--- config.mk ---
export PLATFORM = sky130hd
export DESIGN_NAME = ysyx_22040386_mem_arbiter
export DESIGN_NICKNAME = d
export VERILOG_FILES = /design/src/rtl/ysyx_22040386_mem_arbiter.sv
export SDC_FILE = /design/constraint.sdc
export NUM_CORES = 1
export LEC_CHECK = 0
export ABC_CLOCK_PERIOD_IN_PS = 2100
export CORE_AREA = 10 10 190 192
export DETAILED_ROUTE_END_ITERATION = 12
export DIE_AREA = 0 0 200 202
export PLACE_DENSITY = 0.42
export SLEW_MARGIN = 20
export SYNTH_ARGS = -nofsm -noshare
export SYNTH_HDL_FRONTEND = slang
export SYNTH_SLANG_ARGS = --single-unit
--- constraint.sdc ---
create_clock -name arb_clk_i -period 2.1 [get_ports arb_clk_i]
set_clock_uncertainty 0.2 [all_clocks]
set_input_delay 0.42 -clock arb_clk_i [delete_from_list [all_inputs] [get_ports arb_clk_i]]
set_output_delay 0.42 -clock arb_clk_i [all_outputs]
set_load 0.01 [all_outputs]
--- src/rtl/ysyx_22040386_mem_arbiter.sv ---
// ysyx_22040386_mem_arbiter
// Two-requester arbiter sharing one single-port RAM between instruction fetch
// and data access. Each access takes two cycles: a grant cycle in IDLE that
// drives the RAM, then a response cycle in GNT_IF/GNT_MEM while the RAM
// returns data.
// Optional feature: define YSYX_22040386_ARB_RR_EN for round-robin arbitration
// between simultaneous requests; otherwise the data port always wins.

module ysyx_22040386_mem_arbiter #(
    parameter int ADDR_W = 64,
    parameter int DATA_W = 64
) (
    input  logic                  arb_clk_i,
    input  logic                  arb_rst_n_i,

    input  logic                  if_req_i,
    input  logic [ADDR_W-1:0]     if_addr_i,
    output logic                  if_resp_o,
    output logic [31:0]           if_rdata_o,

    input  logic                  mem_req_i,
    input  logic                  mem_we_i,
    input  logic [ADDR_W-1:0]     mem_addr_i,
    input  logic [DATA_W-1:0]     mem_wdata_i,
    input  logic [DATA_W/8-1:0]   mem_wmask_i,
    output logic                  mem_resp_o,
    output logic [DATA_W-1:0]     mem_rdata_o,

    output logic                  ram_en_o,
    output logic                  ram_we_o,
    output logic [ADDR_W-1:0]     ram_addr_o,
    output logic [DATA_W-1:0]     ram_wdata_o,
    output logic [DATA_W/8-1:0]   ram_wmask_o,
    input  logic [DATA_W-1:0]     ram_rdata_i
);

    typedef enum logic [1:0] {
        IDLE    = 2'd0,
        GNT_IF  = 2'd1,
        GNT_MEM = 2'd2
    } state_t;

    state_t state_q;
    state_t state_d;

    // Which half of the 64-bit RAM word the granted fetch wants.
    logic if_hi_q;
    logic if_hi_d;

    // Whether the granted data access was a write (write responses carry no data).
    logic mem_we_q;
    logic mem_we_d;

    // Winner of the current arbitration when at least one request is pending.
    logic pick_mem;
    logic any_req;

`ifdef YSYX_22040386_ARB_RR_EN
    // Last-grant pointer: 1 = data port was granted last, 0 = fetch port.
    logic last_mem_q;
    logic last_mem_d;
`endif

    // Byte-offset bits of the fetch address never reach the RAM (word aligned access).
    logic unused_if_addr_bits;
    assign unused_if_addr_bits = &{1'b0, if_addr_i[1:0]};

    assign any_req = if_req_i | mem_req_i;

    // Choose which requester wins when the arbiter is free to grant.
    always_comb begin
`ifdef YSYX_22040386_ARB_RR_EN
        if (if_req_i && mem_req_i) begin
            pick_mem = ~last_mem_q;
        end else begin
            pick_mem = mem_req_i;
        end
`else
        pick_mem = mem_req_i;
`endif
    end

    // Next-state and output decode; responses and grants are suppressed while reset is held.
    always_comb begin
        state_d     = state_q;
        if_hi_d     = if_hi_q;
        mem_we_d    = mem_we_q;
`ifdef YSYX_22040386_ARB_RR_EN
        last_mem_d  = last_mem_q;
`endif
        if_resp_o   = 1'b0;
        if_rdata_o  = '0;
        mem_resp_o  = 1'b0;
        mem_rdata_o = '0;
        ram_en_o    = 1'b0;
        ram_we_o    = 1'b0;
        ram_addr_o  = '0;
        ram_wdata_o = '0;
        ram_wmask_o = '0;

        case (state_q)
            IDLE: begin
                if (arb_rst_n_i && any_req) begin
                    ram_en_o = 1'b1;
                    if (pick_mem) begin
                        ram_we_o    = mem_we_i;
                        ram_addr_o  = mem_addr_i;
                        ram_wdata_o = mem_wdata_i;
                        ram_wmask_o = mem_we_i ? mem_wmask_i : '0;
                        mem_we_d    = mem_we_i;
                        state_d     = GNT_MEM;
`ifdef YSYX_22040386_ARB_RR_EN
                        last_mem_d  = 1'b1;
`endif
                    end else begin
                        ram_addr_o  = {if_addr_i[ADDR_W-1:3], 3'b000};
                        if_hi_d     = if_addr_i[2];
                        state_d     = GNT_IF;
`ifdef YSYX_22040386_ARB_RR_EN
                        last_mem_d  = 1'b0;
`endif
                    end
                end
            end

            GNT_IF: begin
                if (arb_rst_n_i) begin
                    if_resp_o  = 1'b1;
                    if_rdata_o = if_hi_q ? ram_rdata_i[63:32] : ram_rdata_i[31:0];
                end
                state_d = IDLE;
            end

            GNT_MEM: begin
                if (arb_rst_n_i) begin
                    mem_resp_o  = 1'b1;
                    mem_rdata_o = mem_we_q ? '0 : ram_rdata_i;
                end
                state_d = IDLE;
            end

            default: begin
                state_d = IDLE;
            end
        endcase
    end

    // State register plus the per-grant bookkeeping, all cleared by synchronous reset.
    always_ff @(posedge arb_clk_i) begin
        if (!arb_rst_n_i) begin
            state_q    <= IDLE;
            if_hi_q    <= 1'b0;
            mem_we_q   <= 1'b0;
`ifdef YSYX_22040386_ARB_RR_EN
            last_mem_q <= 1'b0;
`endif
        end else begin
            state_q    <= state_d;
            if_hi_q    <= if_hi_d;
            mem_we_q   <= mem_we_d;
`ifdef YSYX_22040386_ARB_RR_EN
            last_mem_q <= last_mem_d;
`endif
        end
    end

endmodule

==> flow_results.xml, run 1 <==
<?xml version="1.0" encoding="UTF-8"?>
<metrics>
  <group name="power_and_ir_drop">
    <metric name="switching_share_of_total_power" unit="%">31.1</metric>
    <metric name="clkPwrFrac" unit="%">14.2</metric>
    <metric name="total_leakage_power" unit="uW">0.00423</metric>
    <metric name="power.net_switching" unit="uW">649</metric>
    <metric name="power_density" unit="nW/um2">222</metric>
    <metric name="intPower" unit="uW">1440</metric>
    <metric name="power.ir.vdd_worst" unit="V">0.000106</metric>
    <metric name="p_seq_share" unit="%">4.1</metric>
    <metric name="combinational_group_share_of_total_power" unit="%">81.7</metric>
  </group>
  <group name="hold_path">
    <metric name="hold_path_class" unit="">flip-flop to flip-flop</metric>
  </group>
  <group name="sta">
    <metric name="fmaxAchievable" unit="MHz">420</metric>
    <metric name="relative_slew_margins" unit="%">83.3</metric>
    <metric name="finalHoldWorstSlack" unit="ns">0.281</metric>
    <metric name="unrepaired_setup_endpoints_after_global_routing" unit="">yes</metric>
    <metric name="worst-slew-pin-transition" unit="ns">0.245</metric>
    <metric name="final.period_utilization" unit="%">113</metric>
    <metric name="summed_negative_setup_slack_over_all_endpoints" unit="ns">-23.67</metric>
    <metric name="hold_viol_final" unit="">0</metric>
    <metric name="timing.final.crit_period" unit="ns">2.38</metric>
    <metric name="timing.final.max_slew_violations" unit="">0</metric>
    <metric name="layout_setup_ws" unit="ns">-0.282</metric>
    <metric name="setup_viol_count_final" unit="">182</metric>
  </group>
  <group name="worst_setup_path">
    <metric name="timing.critical_path.fanout_max" unit="">6</metric>
    <metric name="cp.required" unit="ns">1.48</metric>
    <metric name="path_cells" unit="">or3b_4 -&gt; nor2b_4 -&gt; buf_12 -&gt; buf_8 -&gt; buf_12 -&gt; a22o_1 -&gt; buf_2</metric>
    <metric name="crit_path_end_kind" unit="">output port</metric>
    <metric name="critPathMaxStageDelay" unit="ns">0.41</metric>
    <metric name="cp-start-kind" unit="">flip-flop</metric>
    <metric name="worst_ep_arrival_time" unit="ns">1.76</metric>
    <metric name="critical_path.most_common_cell" unit="">sky130_fd_sc_hd__buf_12</metric>
    <metric name="crit_path_top_delay_cell" unit="">sky130_fd_sc_hd__or3b_4</metric>
    <metric name="timing.setup.critical_path_class" unit="">flip-flop to output port</metric>
  </group>
  <group name="run">
    <metric name="max_capacitance_violation_count" unit="">0</metric>
  </group>
  <group name="routing">
    <metric name="drc_errors" unit="">0</metric>
    <metric name="router_iterations_before_antenna_repair" unit="">4</metric>
    <metric name="drt_iter0_markers" unit="">119</metric>
    <metric name="avgRoutedWirePerCell" unit="um">22.9</metric>
    <metric name="vias" unit="">4783</metric>
    <metric name="ant_nets" unit="">0</metric>
    <metric name="routed_wirelength" unit="mm">30.6</metric>
    <metric name="viasPerCell" unit="">3.57</metric>
  </group>
  <group name="cts">
    <metric name="cts_root_buffer" unit="">sky130_fd_sc_hd__clkbuf_16</metric>
    <metric name="tritoncts_clock_tree" unit="">built</metric>
    <metric name="htree_num_levels" unit="">1</metric>
    <metric name="path_clk_slew" unit="ns">0.03</metric>
    <metric name="cts-root-to-sink-buffers" unit="">2</metric>
    <metric name="cts_hold_buf" unit="">0</metric>
    <metric name="number_of_clock_buffers_inserted_by_tritoncts" unit="">3</metric>
    <metric name="cts.sinks" unit="">4</metric>
    <metric name="worst_skew_pair.late_latency" unit="ns">0.23</metric>
  </group>
  <group name="outcome">
    <metric name="failing_checks" unit="">setup timing</metric>
    <metric name="run_status" unit="">finished with violations</metric>
  </group>
  <group name="finish">
    <metric name="mostFrequentLayoutCell" unit="">sky130_fd_sc_hd__clkdlybuf4s50_1</metric>
    <metric name="fin_cells" unit="">1339</metric>
    <metric name="final_layout_size_suffix_gt1_share" unit="%">53.3</metric>
    <metric name="mostFrequentLayoutCells" unit="">sky130_fd_sc_hd__clkdlybuf4s50_1, sky130_fd_sc_hd__buf_6, sky130_fd_sc_hd__and2_4, sky130_fd_sc_hd__a22o_1, sky130_fd_sc_hd__buf_2</metric>
    <metric name="final_net_count" unit="">1166</metric>
    <metric name="area_growth_syn_to_layout" unit="%">321</metric>
    <metric name="num-fill-cells" unit="">3434</metric>
  </group>
  <group name="die">
    <metric name="floorplan.initialDensity" unit="%">6.91</metric>
    <metric name="die_width" unit="um">200</metric>
    <metric name="floorplan.die.height" unit="um">202</metric>
    <metric name="rows" unit="">66</metric>
    <metric name="core_area" unit="um2">32300</metric>
    <metric name="die-area" unit="um2">40400</metric>
    <metric name="io_pins" unit="">505</metric>
  </group>
  <group name="placed_design">
    <metric name="dpl.cell_count" unit="">1267</metric>
    <metric name="place_congestion" unit="">0.852</metric>
    <metric name="dp_hpwl" unit="mm">23.5</metric>
    <metric name="dpl_worst_slack" unit="ns">-1.05</metric>
    <metric name="input_output_buffers" unit="">502</metric>
  </group>
  <group name="synth">
    <metric name="synth_cells" unit="">327</metric>
    <metric name="synth.net_count" unit="">596</metric>
    <metric name="avgSynthCellArea" unit="um2">6.83</metric>
    <metric name="seq_area_frac_synth" unit="%">3.59</metric>
    <metric name="post_synth_and_or_nand_nor_area_fraction" unit="%">49.2</metric>
    <metric name="synth.cell_area" unit="um2">2230</metric>
    <metric name="count_of_cell_types_in_the_netlist" unit="">19</metric>
    <metric name="ys.warnings.count" unit="">0</metric>
    <metric name="synth_compound_area_share" unit="%">23.9</metric>
    <metric name="yosys.area_share.xor_xnor" unit="%">0</metric>
    <metric name="postSynthRegisterBits" unit="">4</metric>
    <metric name="synth.area.mux_share" unit="%">14.8</metric>
    <metric name="yosys.area_share.adder" unit="%">0</metric>
    <metric name="main_combinational_cell_family_by_area_after_synthesis" unit="">simple AND/OR/NAND/NOR gates</metric>
  </group>
  <group name="grt">
    <metric name="wire_length_of_the_first_global_routing_pass" unit="mm">39.2</metric>
    <metric name="global_route.overflow_total" unit="">0</metric>
    <metric name="grt_max_degree" unit="">34</metric>
    <metric name="antenna_found_initial" unit="">6</metric>
    <metric name="grt_usage" unit="%">13.5</metric>
    <metric name="first_global_vias" unit="">5156</metric>
  </group>
</metrics>
-- stage by stage --
| step | cell area, um2 | utilization, % | total power (uW) |
|---|---|---|---|
| 2_1_floorplan | 2230 | - | 448 |
| 3_3_place_gp | 8020 | 24.8 | 1470 |
| 3_5_place_dp | 8020 | 24.8 | 1460 |
| 4_1_cts | 8750 | 27.1 | 1950 |
| 5_1_grt | 9400 | 29.1 | 2200 |
| 6_report | 9400 | 29.1 | 2090 |
-- path summary, 6_finish.rpt --
path | startpoint | end | slack, ns | cells after the start
max | state_q[1]$_SDFFE_PN0P_ | ram_addr_o[44] | -0.28 | 7
min reg2reg | mem_we_q$_SDFFE_PN0P_ | mem_we_q$_SDFFE_PN0P_ | 0.28 | 2
min | mem_we_q$_SDFFE_PN0P_ | mem_we_q$_SDFFE_PN0P_ | 0.28 | 2
max reg2reg | state_q[1]$_SDFFE_PN0P_ | mem_we_q$_SDFFE_PN0P_ | 0.31 | 7
-- sequential cells by signal, summed over array words and instances, names as in the netlist --
signal    count
if_hi_q       1
mem_we_q      1
state_q       2
-- kinds of logic (layout without fill, tap and decap cells) --
group / count (synthesis) / after routing
AND/OR/NAND/NOR: 189 / 189
other: 0 / 2
multiplexers: 33 / 33
flip-flops: 4 / 4
AO/OA/AOI/OAI: 62 / 62
buffers and inverters: 39 / 607
-- routing by layer --
layer,up-vias,global-route usage [%],wire (um)
met3,25,6.65,3580
met5,-,0,68
met1,2185,13.0,10600
li1,2261,-,-
met4,10,3.03,351
met2,302,25.0,16000
-- layout make-up --
cell class | count | area [um2] | share of cell area [%]
Timing Repair Buffer | 602 | 6340 | 67.5
Multi-Input combinational cell | 284 | 2330 | 24.8
Tap cell | 442 | 553 | 5.88
Sequential cell | 4 | 86.3 | 0.918
Clock buffer | 3 | 75.1 | 0.798
Inverter | 2 | 7.51 | 0.0798
Antenna cell | 2 | 5.00 | 0.0532
-- timing repair --
action	in CTS	in global routing
pin swaps	49	70
endpoints found under the setup margin	237	207
setup buffers	36	17
cloned	17	9
resized for setup	1045	285
-- power groups by stage --
| stage | registers [uW] | logic [uW] | clock network, uW |
|---|---|---|---|
| 6_report | 86.3 | 1710 | 297 |
| 5_1_grt | 87.3 | 1810 | 305 |
| 4_1_cts | 86.7 | 1570 | 300 |
| 3_5_place_dp | 87.5 | 1370 | 0 |
| 3_3_place_gp | 87.3 | 1390 | 0 |
| 2_1_floorplan | 83.7 | 364 | 0 |
-- cells in the mapped netlist --
cell / n / area (um2)
sky130_fd_sc_hd__nand3b_1: 1 / 7.51
sky130_fd_sc_hd__buf_6: 4 / 45.0
sky130_fd_sc_hd__and3b_1: 1 / 8.76
sky130_fd_sc_hd__and4bb_2: 1 / 12.5
sky130_fd_sc_hd__and2_1: 132 / 826
sky130_fd_sc_hd__a22oi_1: 6 / 45.0
sky130_fd_sc_hd__and3_1: 8 / 50.1
sky130_fd_sc_hd__or3b_1: 1 / 8.76
sky130_fd_sc_hd__inv_1: 2 / 7.51
sky130_fd_sc_hd__nor2b_4: 1 / 13.8
sky130_fd_sc_hd__buf_2: 11 / 55.1
sky130_fd_sc_hd__mux2i_1: 33 / 330
sky130_fd_sc_hd__clkbuf_1: 22 / 82.6
sky130_fd_sc_hd__nor2b_1: 2 / 12.5
sky130_fd_sc_hd__dfxtp_1: 4 / 80.1
sky130_fd_sc_hd__o21bai_1: 1 / 7.51
sky130_fd_sc_hd__nor2_1: 40 / 150
sky130_fd_sc_hd__a22o_1: 55 / 482
sky130_fd_sc_hd__nand2_1: 2 / 7.51
-- critical path, delay by kind of cell (launching register included) --
kind	cells	cell delay (ns)
and+or+nand+nor	2	0.55
AOI/OAI and AO/OA	1	0.14
buffers and inverters	4	0.51
DFF	1	0.32
No activity file was read; power rests on OpenSTA's default activity.
==> run 2: changes to the inputs <==
--- a/config.mk
+++ b/config.mk
@@ -9,6 +9,7 @@
 export CORE_AREA = 10 10 190 192
 export DETAILED_ROUTE_END_ITERATION = 12
 export DIE_AREA = 0 0 200 202
+export GPL_TIMING_DRIVEN = 0
 export PLACE_DENSITY = 0.42
 export SLEW_MARGIN = 20
 export SYNTH_ARGS = -nofsm -noshare
==> flow_results.xml, run 2 (synthesis results as in run 1) <==
<?xml version="1.0" encoding="UTF-8"?>
<metrics>
  <group name="cts">
    <metric name="htree_num_levels" unit="">1</metric>
    <metric name="cts_root_buffer" unit="">sky130_fd_sc_hd__clkbuf_16</metric>
    <metric name="cts_hold_buf" unit="">0</metric>
    <metric name="cts.sinks" unit="">4</metric>
    <metric name="path_clk_slew" unit="ns">0.03</metric>
    <metric name="tritoncts_clock_tree" unit="">built</metric>
    <metric name="cts-root-to-sink-buffers" unit="">2</metric>
    <metric name="worst_skew_pair.late_latency" unit="ns">0.22</metric>
    <metric name="number_of_clock_buffers_inserted_by_tritoncts" unit="">3</metric>
  </group>
  <group name="routing">
    <metric name="drc_errors" unit="">0</metric>
    <metric name="drt_iter0_markers" unit="">122</metric>
    <metric name="vias" unit="">4821</metric>
    <metric name="viasPerCell" unit="">3.57</metric>
    <metric name="router_iterations_before_antenna_repair" unit="">4</metric>
    <metric name="routed_wirelength" unit="mm">29.4</metric>
    <metric name="ant_nets" unit="">0</metric>
    <metric name="avgRoutedWirePerCell" unit="um">21.8</metric>
  </group>
  <group name="die">
    <metric name="core_area" unit="um2">32300</metric>
    <metric name="floorplan.die.height" unit="um">202</metric>
    <metric name="die_width" unit="um">200</metric>
    <metric name="io_pins" unit="">505</metric>
    <metric name="rows" unit="">66</metric>
    <metric name="die-area" unit="um2">40400</metric>
    <metric name="floorplan.initialDensity" unit="%">6.91</metric>
  </group>
  <group name="finish">
    <metric name="final_layout_size_suffix_gt1_share" unit="%">53.3</metric>
    <metric name="final_net_count" unit="">1178</metric>
    <metric name="registers.top_by_ff_count" unit="">state_q</metric>
    <metric name="biggestRegsByFlops" unit="">state_q: 2 flops, if_hi_q: 1 flops, mem_we_q: 1 flops</metric>
    <metric name="mostFrequentLayoutCells" unit="">sky130_fd_sc_hd__clkdlybuf4s50_1, sky130_fd_sc_hd__buf_6, sky130_fd_sc_hd__and2_4, sky130_fd_sc_hd__a22o_1, sky130_fd_sc_hd__buf_2</metric>
    <metric name="num-fill-cells" unit="">3442</metric>
    <metric name="area_growth_syn_to_layout" unit="%">327</metric>
    <metric name="mostFrequentLayoutCell" unit="">sky130_fd_sc_hd__clkdlybuf4s50_1</metric>
    <metric name="largest_register_ffs" unit="">2</metric>
    <metric name="finalCoreUtilization" unit="%">29.5</metric>
  </group>
  <group name="grt">
    <metric name="first_global_vias" unit="">5363</metric>
    <metric name="grt_usage" unit="%">13.4</metric>
    <metric name="grt_max_degree" unit="">11</metric>
    <metric name="antenna_found_initial" unit="">2</metric>
    <metric name="wire_length_of_the_first_global_routing_pass" unit="mm">39.4</metric>
    <metric name="global_route.overflow_total" unit="">0</metric>
  </group>
  <group name="worst_setup_path">
    <metric name="path_cells" unit="">or3b_1 -&gt; buf_6 -&gt; nor2b_4 -&gt; buf_12 -&gt; buf_8 -&gt; a22o_1 -&gt; buf_2</metric>
    <metric name="crit_path_top_delay_cell" unit="">sky130_fd_sc_hd__or3b_1</metric>
    <metric name="timing.setup.critical_path_class" unit="">flip-flop to output port</metric>
    <metric name="cp-start-kind" unit="">flip-flop</metric>
    <metric name="timing.critical_path.fanout_max" unit="">10</metric>
    <metric name="critPathMaxStageDelay" unit="ns">0.38</metric>
    <metric name="worst_ep_arrival_time" unit="ns">1.83</metric>
    <metric name="cp.required" unit="ns">1.48</metric>
    <metric name="crit_path_end_kind" unit="">output port</metric>
  </group>
  <group name="run">
    <metric name="max_capacitance_violation_count" unit="">0</metric>
  </group>
  <group name="hold_path">
    <metric name="hold_path_class" unit="">input port to flip-flop</metric>
  </group>
  <group name="sta">
    <metric name="relative_slew_margins" unit="%">80.3</metric>
    <metric name="fmaxAchievable" unit="MHz">408</metric>
    <metric name="timing.final.crit_period" unit="ns">2.45</metric>
    <metric name="layout_setup_ws" unit="ns">-0.349</metric>
    <metric name="setup_viol_count_final" unit="">182</metric>
    <metric name="final.period_utilization" unit="%">117</metric>
    <metric name="summed_negative_setup_slack_over_all_endpoints" unit="ns">-32.77</metric>
    <metric name="hold_viol_final" unit="">0</metric>
    <metric name="unrepaired_setup_endpoints_after_global_routing" unit="">yes</metric>
    <metric name="worst-slew-pin-transition" unit="ns">0.294</metric>
    <metric name="timing.final.max_slew_violations" unit="">0</metric>
  </group>
  <group name="power_and_ir_drop">
    <metric name="total_leakage_power" unit="uW">0.00430</metric>
    <metric name="power.ir.vdd_worst" unit="V">0.000140</metric>
    <metric name="power_density" unit="nW/um2">215</metric>
  </group>
  <group name="placed_design">
    <metric name="dp_hpwl" unit="mm">24.6</metric>
    <metric name="input_output_buffers" unit="">501</metric>
    <metric name="place_congestion" unit="">0.810</metric>
  </group>
  <group name="outcome">
    <metric name="run_status" unit="">finished with violations</metric>
    <metric name="failing_checks" unit="">setup timing</metric>
  </group>
</metrics>
-- run 2: final timing paths --
kind | startpoint | end | slack (ns) | cells past startpoint
worst max-delay path | state_q[0]$_SDFFE_PN0P_ | ram_addr_o[36] | -0.35 | 7
worst min-delay path | arb_rst_n_i | if_hi_q$_SDFFE_PN0P_ | 0.26 | 3
worst max register to register | state_q[0]$_SDFFE_PN0P_ | if_hi_q$_SDFFE_PN0P_ | 0.38 | 6
worst min register to register | mem_we_q$_SDFFE_PN0P_ | mem_we_q$_SDFFE_PN0P_ | 0.31 | 2
-- run 2: layer usage --
| metal | part of all wire (%) | track usage [%] |
|---|---|---|
| met1 | 34 | 12.8 |
| met2 | 54 | 26.4 |
| met3 | 10 | 5.18 |
| met4 | 1.1 | 2.06 |
| met5 | 0.024 | 0 |
-- run 2: final cells by class --
cell class | instances | area (um2) | share of cell area (%)
antenna | 2 | 5.00 | 0.0525
buffer | 27 | 410 | 4.31
clock buffer | 3 | 75.1 | 0.788
inverter | 2 | 7.51 | 0.0788
multi-input combinational | 284 | 2380 | 25.0
sequential | 4 | 86.3 | 0.906
tap | 442 | 553 | 5.81
timing repair buffer | 587 | 6010 | 63.1
-- run 2: where the power goes --
part,total (uW),switching [uW],internal [uW]
Combinational,1670,573,1090
Clock,295,51.5,243
Sequential,87.5,6.51,81.0
-- run 2: worst max-delay path: cells and delay by family (launching register included) --
family	cells	cell delay (ns)
compound gates	1	0.14
buf+inv	4	0.57
flops	1	0.32
simple gates	2	0.56
-- run 2: metrics by stage --
stage	power (uW)	area, um2	hold WS [ns]	worst slack [ns]	std cells
2_1_floorplan	448	2230	0.232	-0.0190	327
3_3_place_gp	1430	7800	0.255	-1.61	1270
3_5_place_dp	1420	7800	0.263	-1.63	1270
4_1_cts	1950	8900	0.258	-0.426	1351
5_1_grt	2170	9520	0.268	-0.426	1350
6_report	2050	9530	0.256	-0.349	1351
-- run 2: what timing repair did --
action / CTS / global route
setup buffers: 67 / 19
endpoints found under the setup margin: 240 / 220
gates cloned: 13 / 1
gates resized for setup: 1216 / 254
pin swaps: 60 / 59
